<file path="src/rtl/snn_layer_sched.sv">
// snn_layer_sched: time-multiplexed integrate-and-fire layer.
// One shared datapath walks the neurons in index order, one per cycle, for
// each accepted 4-bit input spike vector. A neuron fires on the rising edge
// of its potential's sign bit; firing zeroes the potential and discards that
// step's input.
module snn_layer_sched #(
  parameter int WEIGHT_WIDTH = 4,
  parameter int N_NEURONS    = 4
) (
  input  logic                              CLK,
  input  logic                              nRST,
  input  logic                              cfg_we,
  input  logic [$clog2(N_NEURONS)+2-1:0]    cfg_addr,
  input  logic signed [WEIGHT_WIDTH-1:0]    cfg_data,
  input  logic                              clr,
  input  logic                              in_valid,
  output logic                              in_ready,
  input  logic [3:0]                        in_spikes,
  output logic                              out_valid,
  output logic [N_NEURONS-1:0]              out_spikes,
  output logic [7:0]                        ts_count
);

  localparam int NIDX_W = $clog2(N_NEURONS);
  localparam int ADDR_W = NIDX_W + 2;
  localparam logic [NIDX_W-1:0] LAST_IDX = NIDX_W'(N_NEURONS - 1);

  typedef enum logic [1:0] {IDLE, PROC, DONE} state_t;

  state_t                   state_reg, state_next;
  logic [NIDX_W-1:0]        idx_reg;
  logic [3:0]               spikes_reg;
  logic [7:0]               ts_count_reg;
  logic                     accept;
  logic                     cfg_wr_en;

  logic signed [WEIGHT_WIDTH-1:0] w_all [N_NEURONS][4];
  logic signed [5:0]              pot_all [N_NEURONS];
  logic [N_NEURONS-1:0]           msb_all;
  logic signed [5:0]              term [4];
  logic signed [5:0]              sum_c;
  logic signed [5:0]              pot_cur;
  logic                           fire_c;

  // State register
  always_ff @(posedge CLK or negedge nRST) begin
    if (!nRST) state_reg <= IDLE;
    else       state_reg <= state_next;
  end

  // Next-state and handshake outputs; clr in IDLE has priority over accept
  always_comb begin
    state_next = state_reg;
    in_ready   = 1'b0;
    out_valid  = 1'b0;
    accept     = 1'b0;
    case (state_reg)
      IDLE: begin
        in_ready = ~clr;
        if (in_valid && !clr) begin
          accept     = 1'b1;
          state_next = PROC;
        end
      end
      PROC: begin
        if (idx_reg == LAST_IDX) state_next = DONE;
      end
      DONE: begin
        out_valid  = 1'b1;
        state_next = IDLE;
      end
      default: state_next = IDLE;
    endcase
  end

  // Latch the spike vector on accept and step the neuron index through PROC
  always_ff @(posedge CLK or negedge nRST) begin
    if (!nRST) begin
      idx_reg    <= '0;
      spikes_reg <= '0;
    end else if (accept) begin
      idx_reg    <= '0;
      spikes_reg <= in_spikes;
    end else if (state_reg == PROC) begin
      idx_reg    <= idx_reg + NIDX_W'(1);
    end
  end

  // Completed-timestep counter, wraps naturally at 8 bits
  always_ff @(posedge CLK or negedge nRST) begin
    if (!nRST)                  ts_count_reg <= '0;
    else if (state_reg == DONE) ts_count_reg <= ts_count_reg + 8'd1;
  end

  assign ts_count  = ts_count_reg;
  assign cfg_wr_en = cfg_we && (state_reg == IDLE);

  // Shared datapath: weighted sum of the active synapses of the current neuron
  genvar gi, gk;
  generate
    for (gk = 0; gk < 4; gk++) begin : g_term
      assign term[gk] = spikes_reg[gk] ? 6'(w_all[idx_reg][gk]) : 6'sd0;
    end
  endgenerate

  assign sum_c   = term[0] + term[1] + term[2] + term[3];
  assign pot_cur = pot_all[idx_reg];
  assign fire_c  = pot_cur[5] & ~msb_all[idx_reg];

  generate
    for (gi = 0; gi < N_NEURONS; gi++) begin : g_neuron
      logic signed [5:0] pot_reg;
      logic              msb_reg;
      logic              spk_reg;
      logic              hit;

      assign hit = (state_reg == PROC) && (idx_reg == NIDX_W'(gi));

      // Neuron state: cleared by clr in IDLE, updated when its slot comes up in PROC
      always_ff @(posedge CLK or negedge nRST) begin
        if (!nRST) begin
          pot_reg <= '0;
          msb_reg <= 1'b0;
          spk_reg <= 1'b0;
        end else if (state_reg == IDLE && clr) begin
          pot_reg <= '0;
          msb_reg <= 1'b0;
        end else if (hit) begin
          msb_reg <= pot_reg[5];
          spk_reg <= fire_c;
          pot_reg <= fire_c ? 6'sd0 : pot_reg + sum_c;
        end
      end

      assign pot_all[gi]    = pot_reg;
      assign msb_all[gi]    = msb_reg;
      assign out_spikes[gi] = spk_reg;

      for (gk = 0; gk < 4; gk++) begin : g_syn
        logic signed [WEIGHT_WIDTH-1:0] w_reg;

        // Weight storage; address decode only matches existing neurons
        always_ff @(posedge CLK or negedge nRST) begin
          if (!nRST)
            w_reg <= '0;
          else if (cfg_wr_en && cfg_addr == ADDR_W'(gi * 4 + gk))
            w_reg <= cfg_data;
        end

        assign w_all[gi][gk] = w_reg;
      end
    end
  endgenerate

endmodule

</file>
<file path="config.mk">
export PLATFORM = sky130hd
export DESIGN_NAME = snn_layer_sched
export DESIGN_NICKNAME = d
export VERILOG_FILES = /design/src/rtl/snn_layer_sched.sv
export SDC_FILE = /design/constraint.sdc
export NUM_CORES = 1
export LEC_CHECK = 0
export ABC_AREA = 1
export ABC_CLOCK_PERIOD_IN_PS = 5500
export CORE_ASPECT_RATIO = 2
export CORE_UTILIZATION = 24
export CTS_CLUSTER_DIAMETER = 80
export DETAILED_ROUTE_END_ITERATION = 8
export PLACE_DENSITY_LB_ADDON = 0.25
export SLEW_MARGIN = 30
export SYNTH_ARGS = -nofsm -noshare
export SYNTH_HDL_FRONTEND = slang
export SYNTH_SLANG_ARGS = --single-unit
</file>
<file path="constraint.sdc">
create_clock -name CLK -period 5.5 [get_ports CLK]
set_clock_uncertainty 0.15 [all_clocks]
set_input_delay 1.1 -clock CLK [delete_from_list [all_inputs] [get_ports CLK]]
set_output_delay 1.1 -clock CLK [all_outputs]
set_load 0.02 [all_outputs]
</file>
==> flow_metrics.tcl <==
set metrics [dict create \
    status "complete, no violations" \
    holdPathStages 1 \
    drive_gt1_frac 0.0577 \
    synth.distinct_cells 35 \
    drt_iter0_drc 210 \
    cp_max_fo 36 \
    grt_pass1_wl_um 27400 \
    cts_tree "yes" \
    grt_max_degree 40 \
    yosys-top-cells-count "162 x nand2_1, 120 x o21ai_0, 112 x dfrtp_1" \
    grt_usage 0.139 \
    tns_ns 0 \
    cts_buffer_depth 2 \
    area_growth_pct 15.5 \
    ys_async_sr_fraction 1.00 \
    die_x_um 115 \
    rsz0062_at_grt "no" \
    hp-class "reg -> reg" \
    drc 0 \
    place.gp.congestion 0.809 \
    coreArea_sq_um 25100 \
    yosys.area.top_type "dfrtp_1" \
    antenna_found_initial 0 \
    io_buffers 30 \
    synth_area_sq_um 6170 \
    reg2reg_depth 22 \
    wire_per_inst_um 15.7 \
    grt_overflow 0 \
    rows 82 \
    die_area_sq_um 26400 \
    synth_top_area_share 0.454 \
    clock_sinks 112 \
    place_hpwl_um 12900 \
    cp_data_arrival_time_ns 4.83 \
    drt-vias-per-instance 4.53 \
    syn_nets 792 \
    antenna_cells 0 \
    synthTopCellsByArea "dfrtp_1 45%, nand2_1 9.9%, o21ai_0 9.7%" \
    min_period_ns 4.71 \
    die_h_um 229 \
    firstDrtPassIters 4 \
    synth_ff_type "dfrtp_1" \
    syn_avg_cell_area_sq_um 8.43 \
    min_period_over_period 0.857 \
    layout.nets 818 \
    start_util 0.245 \
    setup_viol_count_final 0 \
    max_freq_ghz 0.212 \
    root_buffer "clkbuf_16" \
    clkSlewWorstSetupHoldPaths_ns 0.08 \
    cts_buffers 9 \
    critical_path_class "reg -> reg" \
    clock_latency_ns 0.37 \
    ys_warn_count 0 \
    largest_register_ffs 64 \
    ios 31 \
    detail-route-antenna-nets 0 \
    nFillCells 2727 \
    holdBufCountCts 0 \
    hold_viol 0 \
    cts_resized 0 \
    via_count 4979 \
    htree_num_levels 3 \
    slew_viol_final 0 \
    grt_pass1_vias 5049 \
    cts_setup_buffers 0 \
    routed_wirelength_um 17200 \
    synth-seq-cells 112 \
    max_cap_viol_count 0 \
    r2r_slack_ns 0.79 \
    tightest_slew_ns 0.696 \
    whs_ns 0.329 \
    synthCells 732 \
    worstPathRequired_ns 5.61 \
    max-slew-margin-rel 0.535 \
    synth_seq_area_share 0.454 \
    synth_edf_count 0 \
    endpoint_kind "flip-flop" \
    critPathLaunchType "flip-flop" \
    synthMostInstantiatedCell "nand2_1" \
]
[path summary, 6_finish.rpt]
path                                                       to         from
min in group asynchronous       g_neuron[2].g_syn[3].w_reg[1]         nRST
worst min register to register                    ts_count[7]  ts_count[7]
max in group asynchronous              g_neuron[2].pot_reg[0]         nRST
worst max-delay path                   g_neuron[1].pot_reg[5]   idx_reg[0]
worst min-delay path                              ts_count[7]  ts_count[7]
worst max register to register         g_neuron[1].pot_reg[5]   idx_reg[0]
[per-stage QoR]
stage / setup slack (ns) / instances / util / area (sq um)
global placement: 0.802 / 1083 / 0.272 / 6830
finish: 0.786 / 1098 / 0.284 / 7130
global route: 0.369 / 1098 / 0.284 / 7130
floorplan: 1.37 / 732 / - / 6170
detailed placement: 0.769 / 1083 / 0.272 / 6830
CTS: 0.757 / 1098 / 0.284 / 7130
[layer usage]
layer,global-route usage,part of all wire
met1,0.140,0.37
met2,0.269,0.58
met3,0.0183,0.018
met4,0.0698,0.039
met5,0,0
[cells in the final DEF (no fill, tap or decap), drive strengths merged, types with 2 or more instances in the layout]
master | netlist | routed
a21oi | 24 | 24
dfrtp | 112 | 112
inv | 70 | 72
o22ai | 14 | 14
o21ai | 123 | 123
xor2 | 10 | 10
nand4 | 2 | 2
clkbuf | 11 | 10
nor2 | 73 | 73
nand2 | 169 | 169
xnor2 | 10 | 10
nand2b | 2 | 2
nor3 | 8 | 8
clkdlybuf4s50 | 0 | 29
buf | 8 | 5
clkinv | 1 | 3
ha | 30 | 30
nand3 | 45 | 45
fa | 13 | 13
[area by class of cell]
| cell class | instances | area [sq um] | area share |
|---|---|---|---|
| Sequential cell | 112 | 2800 | 0.393 |
| Tap cell | 336 | 420 | 0.0590 |
| Clock buffer | 10 | 239 | 0.0335 |
| Clock inverter | 5 | 65.1 | 0.00913 |
| Inverter | 71 | 268 | 0.0376 |
| Multi-Input combinational cell | 530 | 3010 | 0.422 |
| Timing Repair Buffer | 34 | 328 | 0.0460 |
[cells by family after synthesis]
| group | Yosys count | share of synthesized area |
|---|---|---|
| buf+inv | 90 | 0.0586 |
| compound gates | 166 | 0.140 |
| mux | 1 | 0.00182 |
| fa+ha+maj | 43 | 0.103 |
| flops | 112 | 0.454 |
| xor+xnor | 20 | 0.0284 |
| simple gates | 300 | 0.214 |
[critical path: stages, from the launching register on]
cell and delay (ns):
dfrtp_1 0.36, buf_4 0.36, nor2_1 0.09, nor2_1 0.09
o21ai_0 0.08, a21oi_1 0.27, fa_1 0.46, inv_1 0.09
fa_1 0.39, inv_1 0.07, ha_1 0.16, inv_1 0.05
fa_1 0.39, xnor2_1 0.54, ha_1 0.40, nand2_1 0.12
nor2_1 0.05, nand2_1 0.07, inv_1 0.04, nor2_1 0.10
nand3_1 0.08, nand3_1 0.10, nand2_1 0.05
Power is not shown: default switching activity piles up to over one toggle a cycle in this logic, so the estimate is an artifact.
==> edit (config.mk and constraints unchanged) <==
Encoding of `state_t`: now one-hot (3 bits for 3 states).
--- a/src/rtl/snn_layer_sched.sv
+++ b/src/rtl/snn_layer_sched.sv
@@ -25,7 +25,7 @@
   localparam int ADDR_W = NIDX_W + 2;
   localparam logic [NIDX_W-1:0] LAST_IDX = NIDX_W'(N_NEURONS - 1);
 
-  typedef enum logic [1:0] {IDLE, PROC, DONE} state_t;
+  typedef enum logic [2:0] {IDLE = 3'b001, PROC = 3'b010, DONE = 3'b100} state_t;
 
   state_t                   state_reg, state_next;
   logic [NIDX_W-1:0]        idx_reg;
Check against the original RTL: no difference found for any inputs over 10 cycles, from zero or initial values and one cycle with nRST low; not proved beyond that.
==> edit against the original RTL <==
Setup slack better by 0.082 ns. Cell area up 4.2%. Critical path depth down 2. Sequential cell count up 1. Maximum frequency up 1.8%. Synthesized cell count up 0.96%. Count of clock-buffer cells in the layout up 11. Synthesized area up 0.26%. Highest routed layer unchanged. Wire length up 4.8%.
==> edit: results (changes against the original RTL) <==
[power]
peakVddDrop_mv = 0.274
p_total_mw = 3.91
p_leak_nw = 3.47

[synthesis]
yosys_warnings = 0  ; unchanged
synth_fp_nets = 799  ; +0.88%
ys.flop_type = dfrtp_1
synth_cell_types = 30  ; -14%
synth-async-reset-ratio = 1.00  ; unchanged
synth_edf_count = 0  ; unchanged
yosysSeqAreaShare = 0.457  ; +0.00305
synthTopCellsByArea = dfrtp_1, nand2_1, o21ai_0
netlist_top_cells_count = nand2_1, dfrtp_1, o21ai_0

[grt]
grt_pass1_vias = 5362  ; +6.2%
grt_pass1_wl_um = 28800  ; +5.3%
grt_use_total = 0.149  ; +0.0103
grt_max_degree = 65  ; +63%
antenna_found_initial = 0  ; unchanged

[setup_path]
cp_max_fo = 38  ; +5.6%
cpPeakStageDelay_ns = 0.49  ; -0.05 ns
critical_path.top_delay_family = adder cells
cpMaxStageDelayCell = xnor2_1

[placed_design]
gp_congestion = 0.836  ; +3.4%
placed_cell_area_um2 = 6880  ; +0.75%
dpl.hpwl_um = 13800  ; +6.6%
port_buffers = 30  ; unchanged

[cts]
clk_pin_slew_ns = 0.06  ; -0.02 ns
clk_path_buf_depth = 2  ; unchanged
cts_made_buffers = 17  ; +8
cts_root_buf = clkbuf_16
cts_resized = 0  ; unchanged
post-cts-setup-buffers = 0  ; unchanged
cts_hold_buf = 0  ; unchanged
h-tree-depth = 4  ; +1
clock_latency_ns = 0.43  ; +0.06 ns

[drt]
drt_iter0_drc = 217  ; +3.3%
wire_per_inst_um = 16.0  ; +2.2%
vias = 4992  ; +0.26%
dr.pass1.iters = 5  ; +1

[finish]
nFillCells = 2683  ; -1.6%
antennaDiodeCount = 0  ; unchanged
num-nets-final = 837  ; +2.3%
drive_gt1_frac = 0.0899  ; +0.0321
largest_register_ffs = 64  ; unchanged

[sta]
max_slew_margin = 0.414  ; -0.122

[worst_hold_path]
hp-class = input port to async pin

[outcome]
status = completed

## edit: cells by family after synthesis
logic type	count (synthesis)	share of synthesized area
AND/OR/NAND/NOR	309	0.217
AO/OA/AOI/OAI	160	0.134
flip-flops	113	0.457
buffers and inverters	93	0.0593
adder cells (fa/ha/maj)	43	0.103
XOR/XNOR	21	0.0297
## edit: per-layer routing
layer / GRT usage / part of all wire
met1: 0.130 / 0.33
met2: 0.297 / 0.60
met3: 0.0265 / 0.020
met4: 0.0966 / 0.053
met5: 0 / 0
## edit: path summary, 6_finish.rpt
check	from	to	slack, ns	cells after the start
worst max register to register	idx_reg[0]	g_neuron[2].pot_reg[5]	0.87	20
max in group asynchronous	nRST	g_neuron[1].g_syn[3].w_reg[1]	3.81	2
worst min-delay path	nRST	g_neuron[0].g_syn[2].w_reg[0]	0.33	1
worst min register to register	ts_count[7]	ts_count[7]	0.33	1
min in group CLK	ts_count[7]	ts_count[7]	0.33	1
worst max-delay path	idx_reg[0]	g_neuron[2].pot_reg[5]	0.87	20
## edit: worst register-to-register path: cells and delay by family, from the launching register on
kind,cells,cell delay [ns]
flops,1,0.40
simple gates,7,0.59
fa+ha+maj,5,1.82
xor+xnor,1,0.49
compound gates,3,0.48
buf+inv,4,0.60
## edit: report_power, final
part / switching (mW) / internal [mW] / leakage (nW) / total (mW)
sequential: 0.0989 / 0.979 / 1.49 / 1.08
clock: 0.394 / 0.660 / 0.263 / 1.05
combinational: 1.15 / 0.630 / 1.72 / 1.78
## edit: final cells by class
type                    count  area (um2)  share of cell area
flip-flops and latches    113        2830               0.381
well taps                 336         420              0.0566
repair buffers             38         358              0.0481
clock buffers              21         440              0.0593
clock inverters            11         115              0.0155
multi-input cells         533        2990               0.403
inverters                  74         278              0.0374
## edit: metrics by stage
| stage | cells | setup slack, ns | utilization |
|---|---|---|---|
| finish | 1126 | 0.868 | 0.296 |
| global route | 1126 | 0.441 | 0.296 |
| CTS | 1126 | 0.756 | 0.296 |
| detailed placement | 1094 | 0.775 | 0.274 |
| global placement | 1094 | 0.767 | 0.274 |
| floorplan | 739 | 1.32 | - |
